--- config.mk ---
export PLATFORM = sky130hd
export DESIGN_NAME = seven_seg_capture
export DESIGN_NICKNAME = d
export VERILOG_FILES = /design/src/rtl/seven_seg_capture.sv
export SDC_FILE = /design/constraint.sdc
export NUM_CORES = 1
export LEC_CHECK = 0
export ABC_CLOCK_PERIOD_IN_PS = 3100
export BUFFER_PORTS_ARGS = -buffer_cell sky130_fd_sc_hd__buf_2
export CAP_MARGIN = 20
export CORE_ASPECT_RATIO = 1.25
export CORE_MARGIN = 2
export CORE_UTILIZATION = 53
export DETAILED_ROUTE_END_ITERATION = 8
export GPL_TIMING_DRIVEN = 0
export PLACE_DENSITY = 0.76
export SYNTH_ARGS = -nofsm -noshare
export SYNTH_HDL_FRONTEND = slang
export SYNTH_SLANG_ARGS = --single-unit
--- constraint.sdc ---
create_clock -name clk -period 3.1 [get_ports clk]
set_clock_uncertainty 0.15 [all_clocks]
set_input_delay 0.155 -clock clk [delete_from_list [all_inputs] [get_ports clk]]
set_output_delay 0.155 -clock clk [all_outputs]
set_load 0.05 [all_outputs]
--- src/rtl/seven_seg_capture.sv ---
// seven_seg_capture
// Snoops a multiplexed, active-low seven-segment display bus (segment lines
// plus per-digit anode strobes). Each digit dwell is qualified by a stability
// counter, decoded back to a hex nibble and staged until every digit has been
// seen once. The completed frame is then offered over a valid/ready handshake.
//
// Timing from pins to frame:
//   pins stable from edge k -> capture at edge k+1+SETTLE_CYCLES
//   frame_valid rises one edge after the capture that completes the frame.

module seven_seg_capture #(
  parameter int N_DIGITS      = 4,
  parameter int SETTLE_CYCLES = 4
) (
  input  logic                  clk,
  input  logic                  rst_n,
  input  logic [6:0]            seg_in,
  input  logic [N_DIGITS-1:0]   an_in,
  output logic [4*N_DIGITS-1:0] digits,
  output logic [N_DIGITS-1:0]   digit_err,
  output logic [N_DIGITS-1:0]   digit_blank,
  output logic                  frame_valid,
  input  logic                  frame_ready,
  output logic                  overrun
);

  localparam int CNT_W = 8;
  localparam int ZC_W  = $clog2(N_DIGITS + 1);

  // Counter saturates at SETTLE_CYCLES; capture fires on the step from
  // SETTLE_CYCLES-2 to SETTLE_CYCLES-1, which is passed exactly once per dwell.
  localparam logic [CNT_W-1:0] CNT_SAT = CNT_W'(SETTLE_CYCLES);
  localparam logic [CNT_W-1:0] CNT_CAP = CNT_W'(SETTLE_CYCLES - 2);

  localparam logic [6:0] SEG_BLANK = 7'h7F;

  // ---------------------------------------------------------------------------
  // Input synchronizers and previous-sample registers
  // ---------------------------------------------------------------------------
  logic [6:0]          seg_s1_q, seg_s2_q;
  logic [N_DIGITS-1:0] an_s1_q, an_s2_q;
  logic [6:0]          seg_prev_q;
  logic [N_DIGITS-1:0] an_prev_q;

  // Two-flop synchronizers; idle (all segments off, no anode) out of reset.
  always_ff @(posedge clk or negedge rst_n) begin
    if (!rst_n) begin
      seg_s1_q <= SEG_BLANK;
      seg_s2_q <= SEG_BLANK;
      an_s1_q  <= '1;
      an_s2_q  <= '1;
    end else begin
      seg_s1_q <= seg_in;
      seg_s2_q <= seg_s1_q;
      an_s1_q  <= an_in;
      an_s2_q  <= an_s1_q;
    end
  end

  // Remember last cycle's synchronized bus so a dwell can be recognised as stable.
  always_ff @(posedge clk or negedge rst_n) begin
    if (!rst_n) begin
      seg_prev_q <= SEG_BLANK;
      an_prev_q  <= '1;
    end else begin
      seg_prev_q <= seg_s2_q;
      an_prev_q  <= an_s2_q;
    end
  end

  // ---------------------------------------------------------------------------
  // Anode qualification: exactly one strobe low
  // ---------------------------------------------------------------------------
  logic [ZC_W-1:0]     zero_cnt;
  logic [N_DIGITS-1:0] low_mask;
  logic                an_valid;

  // Count low strobes and build the one-hot select of the active digit.
  always_comb begin
    zero_cnt = '0;
    low_mask = '0;
    for (int i = 0; i < N_DIGITS; i++) begin
      if (!an_s2_q[i]) begin
        zero_cnt    = zero_cnt + ZC_W'(1);
        low_mask[i] = 1'b1;
      end
    end
    an_valid = (zero_cnt == ZC_W'(1));
  end

  // ---------------------------------------------------------------------------
  // Dwell stability counter and capture strobe
  // ---------------------------------------------------------------------------
  logic [CNT_W-1:0] cnt_q, cnt_d;
  logic             same_sample;
  logic             capture;

  // Any change or an unqualified anode restarts the dwell.
  always_comb begin
    same_sample = (seg_s2_q == seg_prev_q) && (an_s2_q == an_prev_q);
    cnt_d       = '0;
    capture     = 1'b0;
    if (an_valid && same_sample) begin
      if (cnt_q != CNT_SAT) begin
        cnt_d = cnt_q + CNT_W'(1);
      end else begin
        cnt_d = cnt_q;
      end
      capture = (cnt_q == CNT_CAP);
    end
  end

  // Stability counter register.
  always_ff @(posedge clk or negedge rst_n) begin
    if (!rst_n) begin
      cnt_q <= '0;
    end else begin
      cnt_q <= cnt_d;
    end
  end

  // ---------------------------------------------------------------------------
  // Glyph decode (active-low segments, bit 0 = a .. bit 6 = g)
  // ---------------------------------------------------------------------------
  logic [3:0] dec_nib;
  logic       dec_err;
  logic       dec_blank;

  // Map a segment pattern back to its hex nibble; blank and unknown flagged.
  always_comb begin
    dec_nib   = 4'h0;
    dec_err   = 1'b0;
    dec_blank = 1'b0;
    case (seg_s2_q)
      7'h40:   dec_nib = 4'h0;
      7'h79:   dec_nib = 4'h1;
      7'h24:   dec_nib = 4'h2;
      7'h30:   dec_nib = 4'h3;
      7'h19:   dec_nib = 4'h4;
      7'h12:   dec_nib = 4'h5;
      7'h02:   dec_nib = 4'h6;
      7'h78:   dec_nib = 4'h7;
      7'h00:   dec_nib = 4'h8;
      7'h18:   dec_nib = 4'h9;
      7'h08:   dec_nib = 4'hA;
      7'h03:   dec_nib = 4'hB;
      7'h46:   dec_nib = 4'hC;
      7'h21:   dec_nib = 4'hD;
      7'h06:   dec_nib = 4'hE;
      7'h0E:   dec_nib = 4'hF;
      7'h7F:   dec_blank = 1'b1;
      default: dec_err   = 1'b1;
    endcase
  end

  // ---------------------------------------------------------------------------
  // Staging registers and seen mask
  // ---------------------------------------------------------------------------
  logic [4*N_DIGITS-1:0] stg_nib_q, stg_nib_d;
  logic [N_DIGITS-1:0]   stg_err_q, stg_err_d;
  logic [N_DIGITS-1:0]   stg_blank_q, stg_blank_d;
  logic [N_DIGITS-1:0]   seen_q, seen_d;
  logic                  frame_done;

  // Completion is evaluated on the registered mask, so the frame is handed
  // off one edge after the capture that filled the last slot.
  assign frame_done = &seen_q;

  // Write the decoded glyph into the active digit's slot; last capture wins.
  always_comb begin
    stg_nib_d   = stg_nib_q;
    stg_err_d   = stg_err_q;
    stg_blank_d = stg_blank_q;
    seen_d      = frame_done ? '0 : seen_q;
    if (capture) begin
      for (int i = 0; i < N_DIGITS; i++) begin
        if (low_mask[i]) begin
          stg_nib_d[4*i +: 4] = dec_nib;
          stg_err_d[i]        = dec_err;
          stg_blank_d[i]      = dec_blank;
          seen_d[i]           = 1'b1;
        end
      end
    end
  end

  // Staging and seen-mask registers.
  always_ff @(posedge clk or negedge rst_n) begin
    if (!rst_n) begin
      stg_nib_q   <= '0;
      stg_err_q   <= '0;
      stg_blank_q <= '0;
      seen_q      <= '0;
    end else begin
      stg_nib_q   <= stg_nib_d;
      stg_err_q   <= stg_err_d;
      stg_blank_q <= stg_blank_d;
      seen_q      <= seen_d;
    end
  end

  // ---------------------------------------------------------------------------
  // Output frame and handshake
  // ---------------------------------------------------------------------------
  logic [4*N_DIGITS-1:0] digits_q, digits_d;
  logic [N_DIGITS-1:0]   digit_err_q, digit_err_d;
  logic [N_DIGITS-1:0]   digit_blank_q, digit_blank_d;
  logic                  frame_valid_q, frame_valid_d;
  logic                  overrun_q, overrun_d;
  logic                  out_free;

  // Load a completed frame when the slot is empty or being drained this
  // cycle; otherwise drop it and flag the overrun. Outputs hold while valid.
  always_comb begin
    out_free      = !frame_valid_q || frame_ready;
    digits_d      = digits_q;
    digit_err_d   = digit_err_q;
    digit_blank_d = digit_blank_q;
    frame_valid_d = frame_valid_q;
    overrun_d     = overrun_q;
    if (frame_done && out_free) begin
      digits_d      = stg_nib_q;
      digit_err_d   = stg_err_q;
      digit_blank_d = stg_blank_q;
      frame_valid_d = 1'b1;
    end else if (frame_done) begin
      overrun_d = 1'b1;
    end else if (frame_valid_q && frame_ready) begin
      frame_valid_d = 1'b0;
    end
  end

  // Output registers.
  always_ff @(posedge clk or negedge rst_n) begin
    if (!rst_n) begin
      digits_q      <= '0;
      digit_err_q   <= '0;
      digit_blank_q <= '0;
      frame_valid_q <= 1'b0;
      overrun_q     <= 1'b0;
    end else begin
      digits_q      <= digits_d;
      digit_err_q   <= digit_err_d;
      digit_blank_q <= digit_blank_d;
      frame_valid_q <= frame_valid_d;
      overrun_q     <= overrun_d;
    end
  end

  assign digits      = digits_q;
  assign digit_err   = digit_err_q;
  assign digit_blank = digit_blank_q;
  assign frame_valid = frame_valid_q;
  assign overrun     = overrun_q;

endmodule

==> flow_metrics.tcl, run 1 <==
set metrics [dict create \
    start_util 0.547 \
    synth_edf_count 0 \
    synthArstFlopShare 1.00 \
    worst-setup-path-type "reg -> reg" \
    ys_ff_latch 95 \
    slew_viol_final 0 \
    synth_ff_type "dfrtp_1" \
    drt_iter0_markers 92 \
    reg2reg_from "an_s2_q[0]$_DFF_PN1_" \
    maxSlewHeadroom 0.598 \
    setup_violations 0 \
    fin_nets 401 \
    yosys-top-cells-area "dfrtp_1, dfstp_2, mux2_2" \
    stdcell_count 478 \
    synth_cells 305 \
    worstSetupStartpointType "register" \
    avgSynthCellArea_sq_um 13.3 \
    dieArea_sq_um 8360 \
    max-vdd-ir-drop_mv 0.326 \
    critPathBufInv 2 \
    yosysTopAreaCell "dfrtp_1" \
    yosysSeqAreaShare 0.597 \
    tightest_slew_ns 0.603 \
    netlist_area_sq_um 4050 \
    area_growth_pct 19.8 \
    fp.dieH_um 102 \
    hold_class "in -> async" \
    core_sq_um 7400 \
    synth_cell_type_count 46 \
    cp_slowest_cell "dfstp_2" \
    crit_start "an_s2_q[0]$_DFF_PN1_" \
    io_pins 40 \
    cts_buffers 9 \
    max_freq_ghz 0.337 \
    wl_mm 6.94 \
    power.total_mw 2.21 \
    portBuffers 39 \
    cts_tree "yes" \
    n_fill_cell 557 \
    required_ns 3.19 \
    grtUsageTotal 0.181 \
    routed_via_density 5.38 \
    gp_congestion 0.853 \
    synth_top_cell_area_share 0.383 \
    antenna_found_initial 0 \
    finalSetupTns_ns 0 \
    cts_root_buf "clkbuf_8" \
    period_minus_slack_ns 2.97 \
    path_cells "inv_1, ha_4, xnor2_1, ha_1, o311ai_4, nand4b_4, nor3b_4, buf_6, mux2_2" \
    leakage_nw 2.34 \
    grt_pass1_vias 2517 \
    clk_path_buf_depth 2 \
    final_layout_size_suffix_gt1_frac 0.407 \
    rows 35 \
    detailroute.via_count 2572 \
    maxCapViolations 0 \
    dp.cells 437 \
    pwr_density_cell_nw_per_um2 455 \
    grt_pass1_wl_mm 11.4 \
    crit_fanout 8 \
    clock_latency_ns 0.36 \
    cp_top_family "adder cells" \
    finalHoldViolations 0 \
    cp-end-kind "register" \
    dp_hpwl_mm 4.63 \
    path_clk_slew_ns 0.11 \
    final_min_period_over_clock_period 0.957 \
    status "complete, no violations" \
    ant_nets 0 \
    numClockSinks 95 \
    grt_max_degree 58 \
    hold_slack_ns 0.160 \
    arrival_ns 3.06 \
    yosys_warnings 0 \
    htree_levels 3 \
    die_width_um 82.2 \
    synthesis.nets 325 \
    wl_per_cell_um 14.5 \
    insertedDiodeCount 0 \
    drc 0 \
    grt-ovfl-total 0 \
    critical-path-max-stage-delay_ns 0.55 \
    dr.pass1.iters 4 \
]
## power breakdown
group	internal (mW)	switching [mW]	total, mW
combinational	0.0654	0.0866	0.152
sequential	1.28	0.0130	1.29
clock	0.310	0.453	0.763
total	1.65	0.553	2.21
## cells by family (layout without fill, tap and decap cells)
family,Yosys count,after routing,synth area share
flip-flops,95,95,0.597
multiplexers,45,45,0.125
XOR/XNOR,21,21,0.0473
buffers and inverters,25,106,0.0263
AND/OR/NAND/NOR,85,85,0.141
adder cells (fa/ha/maj),6,6,0.0185
AO/OA/AOI/OAI,28,28,0.0448
## cell usage after synthesis (2+ instances only)
cell type / instances
dfrtp_1: 62
mux2_2: 42
dfstp_2: 33
nor2_1: 20
xnor2_1: 15
clkbuf_1: 11
inv_1: 11
nand3_1: 9
nand2_1: 8
a31oi_1: 6
ha_1: 6
nand4_1: 6
o22ai_1: 6
a21o_1: 5
xor2_1: 5
and3_1: 4
nor3b_4: 4
o21ai_0: 4
a21oi_1: 3
and3b_1: 3
nand2b_1: 3
nand3b_1: 3
nand4b_1: 3
nor2b_1: 3
nor4_1: 3
and2_1: 2
and4_1: 2
mux2_1: 2
nand4bb_1: 2
nor3_1: 2
nor4b_1: 2
## registers in the layout (all words and copies together), names as in the netlist
register     flops
an_s1_q          4
stg_blank_q      4
an_s2_q          4
an_prev_q        4
cnt_q            8
stg_nib_q       16
frame_valid      1
overrun          1
seg_prev_q       7
seg_s1_q         7
digit_err        4
seg_s2_q         7
seen_q           4
stg_err_q        4
digits          16
digit_blank      4
## stage by stage
step,setup slack (ns),utilization,cell area [sq um]
2_1_floorplan,0.00470,-,4050
3_3_place_gp,-0.268,0.589,4360
3_5_place_dp,-0.334,0.593,4390
4_1_cts,0.0631,0.653,4840
5_1_grt,-0.00602,0.656,4850
6_report,0.133,0.656,4850
## metal layers
| metal | GRT usage | wire [um] |
|---|---|---|
| met1 | 0.226 | 3100 |
| met2 | 0.301 | 3490 |
| met3 | 0.0321 | 204 |
| met4 | 0.0859 | 140 |
| met5 | 0 | 0 |
## timing repair
| action | CTS | global route |
|---|---|---|
| endpoints found under the hold margin | 51 | 0 |
| hold buffers | 13 | 0 |
| cloned | 0 | 0 |
| pin swaps | 6 | 3 |
| buffers inserted | 12 | 0 |
| resized for setup | 3 | 3 |
| endpoints found under the setup margin | 28 | 18 |
## cells in the final DEF, fill, tap and decap left out, types with 8 or more instances in the layout
| cell type | instances |
|---|---|
| buf_4 | 12 |
| nand2_1 | 8 |
| clkbuf_1 | 11 |
| dfrtp_1 | 62 |
| nand3_1 | 9 |
| buf_2 | 39 |
| xnor2_1 | 15 |
| nor2_1 | 20 |
| inv_1 | 11 |
| clkbuf_8 | 9 |
| dlygate4sd3_1 | 13 |
| mux2_2 | 42 |
| dfstp_2 | 33 |
## area by class of cell
| class | instances | area [sq um] | share of cell area |
|---|---|---|---|
| tap | 92 | 115 | 0.0237 |
| buffer | 14 | 65.1 | 0.0134 |
| inverter | 11 | 41.3 | 0.00851 |
| clock inverter | 7 | 63.8 | 0.0132 |
| multi-input combinational | 185 | 1560 | 0.322 |
| sequential | 95 | 2420 | 0.498 |
| timing repair buffer | 65 | 462 | 0.0952 |
| clock buffer | 9 | 124 | 0.0255 |
## path summary, 6_finish.rpt
check | endpoint | slack [ns] | cells after the start
min in group clk | seg_s2_q[3]$_DFF_PN1_ | 0.21 | 0
worst min register to register | seg_s2_q[3]$_DFF_PN1_ | 0.21 | 0
worst max register to register | stg_nib_q[0]$_DFFE_PN0P_ | 0.13 | 9
max in group asynchronous | seg_s1_q[6]$_DFF_PN1_ | 1.95 | 3
worst min-delay path | digits[9]$_DFFE_PN0P_ | 0.16 | 2
worst max-delay path | stg_nib_q[0]$_DFFE_PN0P_ | 0.13 | 9
(Power assumes the default switching activity.)
==> run 2: changes to the inputs <==
--- a/config.mk
+++ b/config.mk
@@ -5,6 +5,7 @@
 export SDC_FILE = /design/constraint.sdc
 export NUM_CORES = 1
 export LEC_CHECK = 0
+export ABC_AREA = 1
 export ABC_CLOCK_PERIOD_IN_PS = 3100
 export BUFFER_PORTS_ARGS = -buffer_cell sky130_fd_sc_hd__buf_2
 export CAP_MARGIN = 20
@@ -13,7 +14,8 @@
 export CORE_UTILIZATION = 53
 export DETAILED_ROUTE_END_ITERATION = 8
 export GPL_TIMING_DRIVEN = 0
-export PLACE_DENSITY = 0.76
+export PLACE_DENSITY = 0.75
+export SLEW_MARGIN = 5
 export SYNTH_ARGS = -nofsm -noshare
 export SYNTH_HDL_FRONTEND = slang
 export SYNTH_SLANG_ARGS = --single-unit
==> flow_metrics.tcl, run 2 <==
set metrics [dict create \
    cts_root_buf "clkbuf_8" \
    grt_max_degree 56 \
    max_freq_ghz 0.359 \
    path_clk_slew_ns 0.09 \
    cts_tree "yes" \
    yosys-top-cells-area "dfrtp_1, dfstp_2, nand2_1" \
    numClockSinks 95 \
    placed_area_sq_um 4600 \
    max-vdd-ir-drop_mv 0.331 \
    tightest_slew_ns 0.687 \
    finalSetupTns_ns 0 \
    finalWorstSetupSlack_ns 0.313 \
    grt-ovfl-total 0 \
    hold_class "in -> async" \
    maxSlewHeadroom 0.540 \
    maxCapViolations 0 \
    drc 0 \
    wl_mm 7.74 \
    start_util 0.546 \
    synth_cells 456 \
    synth_cell_type_count 27 \
    area_growth_pct 14.9 \
    htree_levels 3 \
    n_fill_cell 658 \
    slew_viol_final 0 \
    clock_latency_ns 0.36 \
    grtUsageTotal 0.195 \
    rsz0062_at_grt "no" \
    leakage_nw 2.61 \
    post-route-cell-area_sq_um 4880 \
    synthesis.nets 476 \
    pre_cts_ws_ns 0.325 \
    mostFrequentLayoutCell "nand2_1" \
    synth_top_cell_area_share 0.365 \
    dr.pass1.iters 4 \
    wl_per_cell_um 12.5 \
    worstSetupStartpointType "register" \
    period_minus_slack_ns 2.79 \
    synth.most_common_cell "nand2_1" \
    synth_edf_count 0 \
    yosys_warnings 0 \
    avgSynthCellArea_sq_um 9.33 \
    routed_via_density 5.09 \
    core_sq_um 7790 \
    yosysTopAreaCell "dfrtp_1" \
    final_min_period_over_clock_period 0.899 \
    clk_path_buf_depth 2 \
    dp_hpwl_mm 5.74 \
    seq_area_sq_um 2420 \
    status "complete, no violations" \
    cts_buffers 9 \
    die_width_um 84.1 \
    arrival_ns 2.90 \
    dieArea_sq_um 8760 \
    finalHoldViolations 0 \
    antenna_found_initial 0 \
    fin_nets 540 \
    synth_ff_type "dfrtp_1" \
    power.total_mw 2.13 \
    final_layout_size_suffix_gt1_frac 0.272 \
    pwr_density_cell_nw_per_um2 436 \
    grt_pass1_vias 3160 \
    multiInputGateArea_sq_um 1600 \
    grt_pass1_wl_mm 13.7 \
    ff2ff_path_depth 13 \
    insertedDiodeCount 0 \
    cp-end-kind "register" \
    yosysSeqAreaShare 0.569 \
    rows 36 \
    cts_setup_buffers 0 \
    layout_common_cells "nand2_1, dfrtp_1, buf_2" \
    io_pins 40 \
    yosys-top-cells-count "nand2_1, dfrtp_1, nor2_1" \
    ys_ff_latch 95 \
    crit_fanout 10 \
    required_ns 3.21 \
    detailroute.via_count 3153 \
    netlist_area_sq_um 4250 \
    portBuffers 39 \
    synthArstFlopShare 1.00 \
    setup_violations 0 \
    worst-setup-path-type "reg -> reg" \
    fp.dieH_um 104 \
    ant_nets 0 \
    gp_congestion 0.849 \
    drt_iter0_markers 135 \
]
## run 2: through the flow
stage / std cells / hold slack (ns) / util
finish: 620 / 0.166 / 0.627
global route: 620 / 0.211 / 0.627
CTS: 620 / 0.163 / 0.627
detailed placement: 591 / 0.0226 / 0.590
global placement: 590 / 0.109 / 0.586
floorplan: 456 / -0.291 / -
## run 2: critical path, cell delays in order (launching register included)
cell and delay [ns]:
dfstp_2 0.57, inv_2 0.10, ha_1 0.35, or2_1 0.27
nand2_2 0.08, ha_1 0.22, inv_1 0.06, nand4_1 0.12
nand2_2 0.14, nand2_1 0.10, nor2_4 0.19, nand3_2 0.17
nand2_1 0.11, nand2_1 0.05
## run 2: kinds of logic after synthesis
group           after synthesis  share of synthesized area
fa+ha+maj                     6                     0.0177
xor+xnor                      3                    0.00618
compound gates               14                     0.0182
mux                          24                     0.0635
buf+inv                      53                     0.0541
simple gates                261                      0.272
flops                        95                      0.569
## run 2: layout make-up
| class | count | share of cell area |
|---|---|---|
| Sequential cell | 95 | 0.495 |
| Multi-Input combinational cell | 308 | 0.328 |
| Timing Repair Buffer | 53 | 0.0727 |
| Inverter | 43 | 0.0330 |
| Clock buffer | 12 | 0.0277 |
| Tap cell | 95 | 0.0243 |
| Buffer | 10 | 0.0141 |
| Clock inverter | 4 | 0.00461 |
## run 2: worst paths after layout
| kind | start | to | slack [ns] |
|---|---|---|---|
| max | an_s2_q[0]$_DFF_PN1_ | stg_nib_q[14]$_DFFE_PN0P_ | 0.31 |
| min | rst_n | digits[14]$_DFFE_PN0P_ | 0.17 |
| max reg2reg | an_s2_q[0]$_DFF_PN1_ | stg_nib_q[14]$_DFFE_PN0P_ | 0.31 |
| min reg2reg | seg_s1_q[3]$_DFF_PN1_ | seg_s2_q[3]$_DFF_PN1_ | 0.21 |
| max in group asynchronous | rst_n | an_prev_q[0]$_DFF_PN1_ | 1.98 |
| min in group clk | seg_s1_q[3]$_DFF_PN1_ | seg_s2_q[3]$_DFF_PN1_ | 0.21 |
## run 2: routing by layer
layer	wire length, um	part of all wire	GRT usage	up-vias
li1	-	-	-	1596
met3	231	0.030	0.0437	19
met1	3250	0.42	0.226	1476
met2	4010	0.52	0.341	62
met4	250	0.032	0.0853	0
met5	0	0	0	-
## run 2: power by group
part / switching [mW] / leakage, nW / internal [mW]
registers: 0.0166 / 1.21 / 1.28
logic: 0.0940 / 1.32 / 0.0517
clock network: 0.399 / 0.0801 / 0.288
## run 2: repair_timing
action / 4_1_cts / 5_1_grt
hold buffers: 13 / 0
endpoints found under the hold margin: 53 / 0
gates resized for setup: 0 / 0
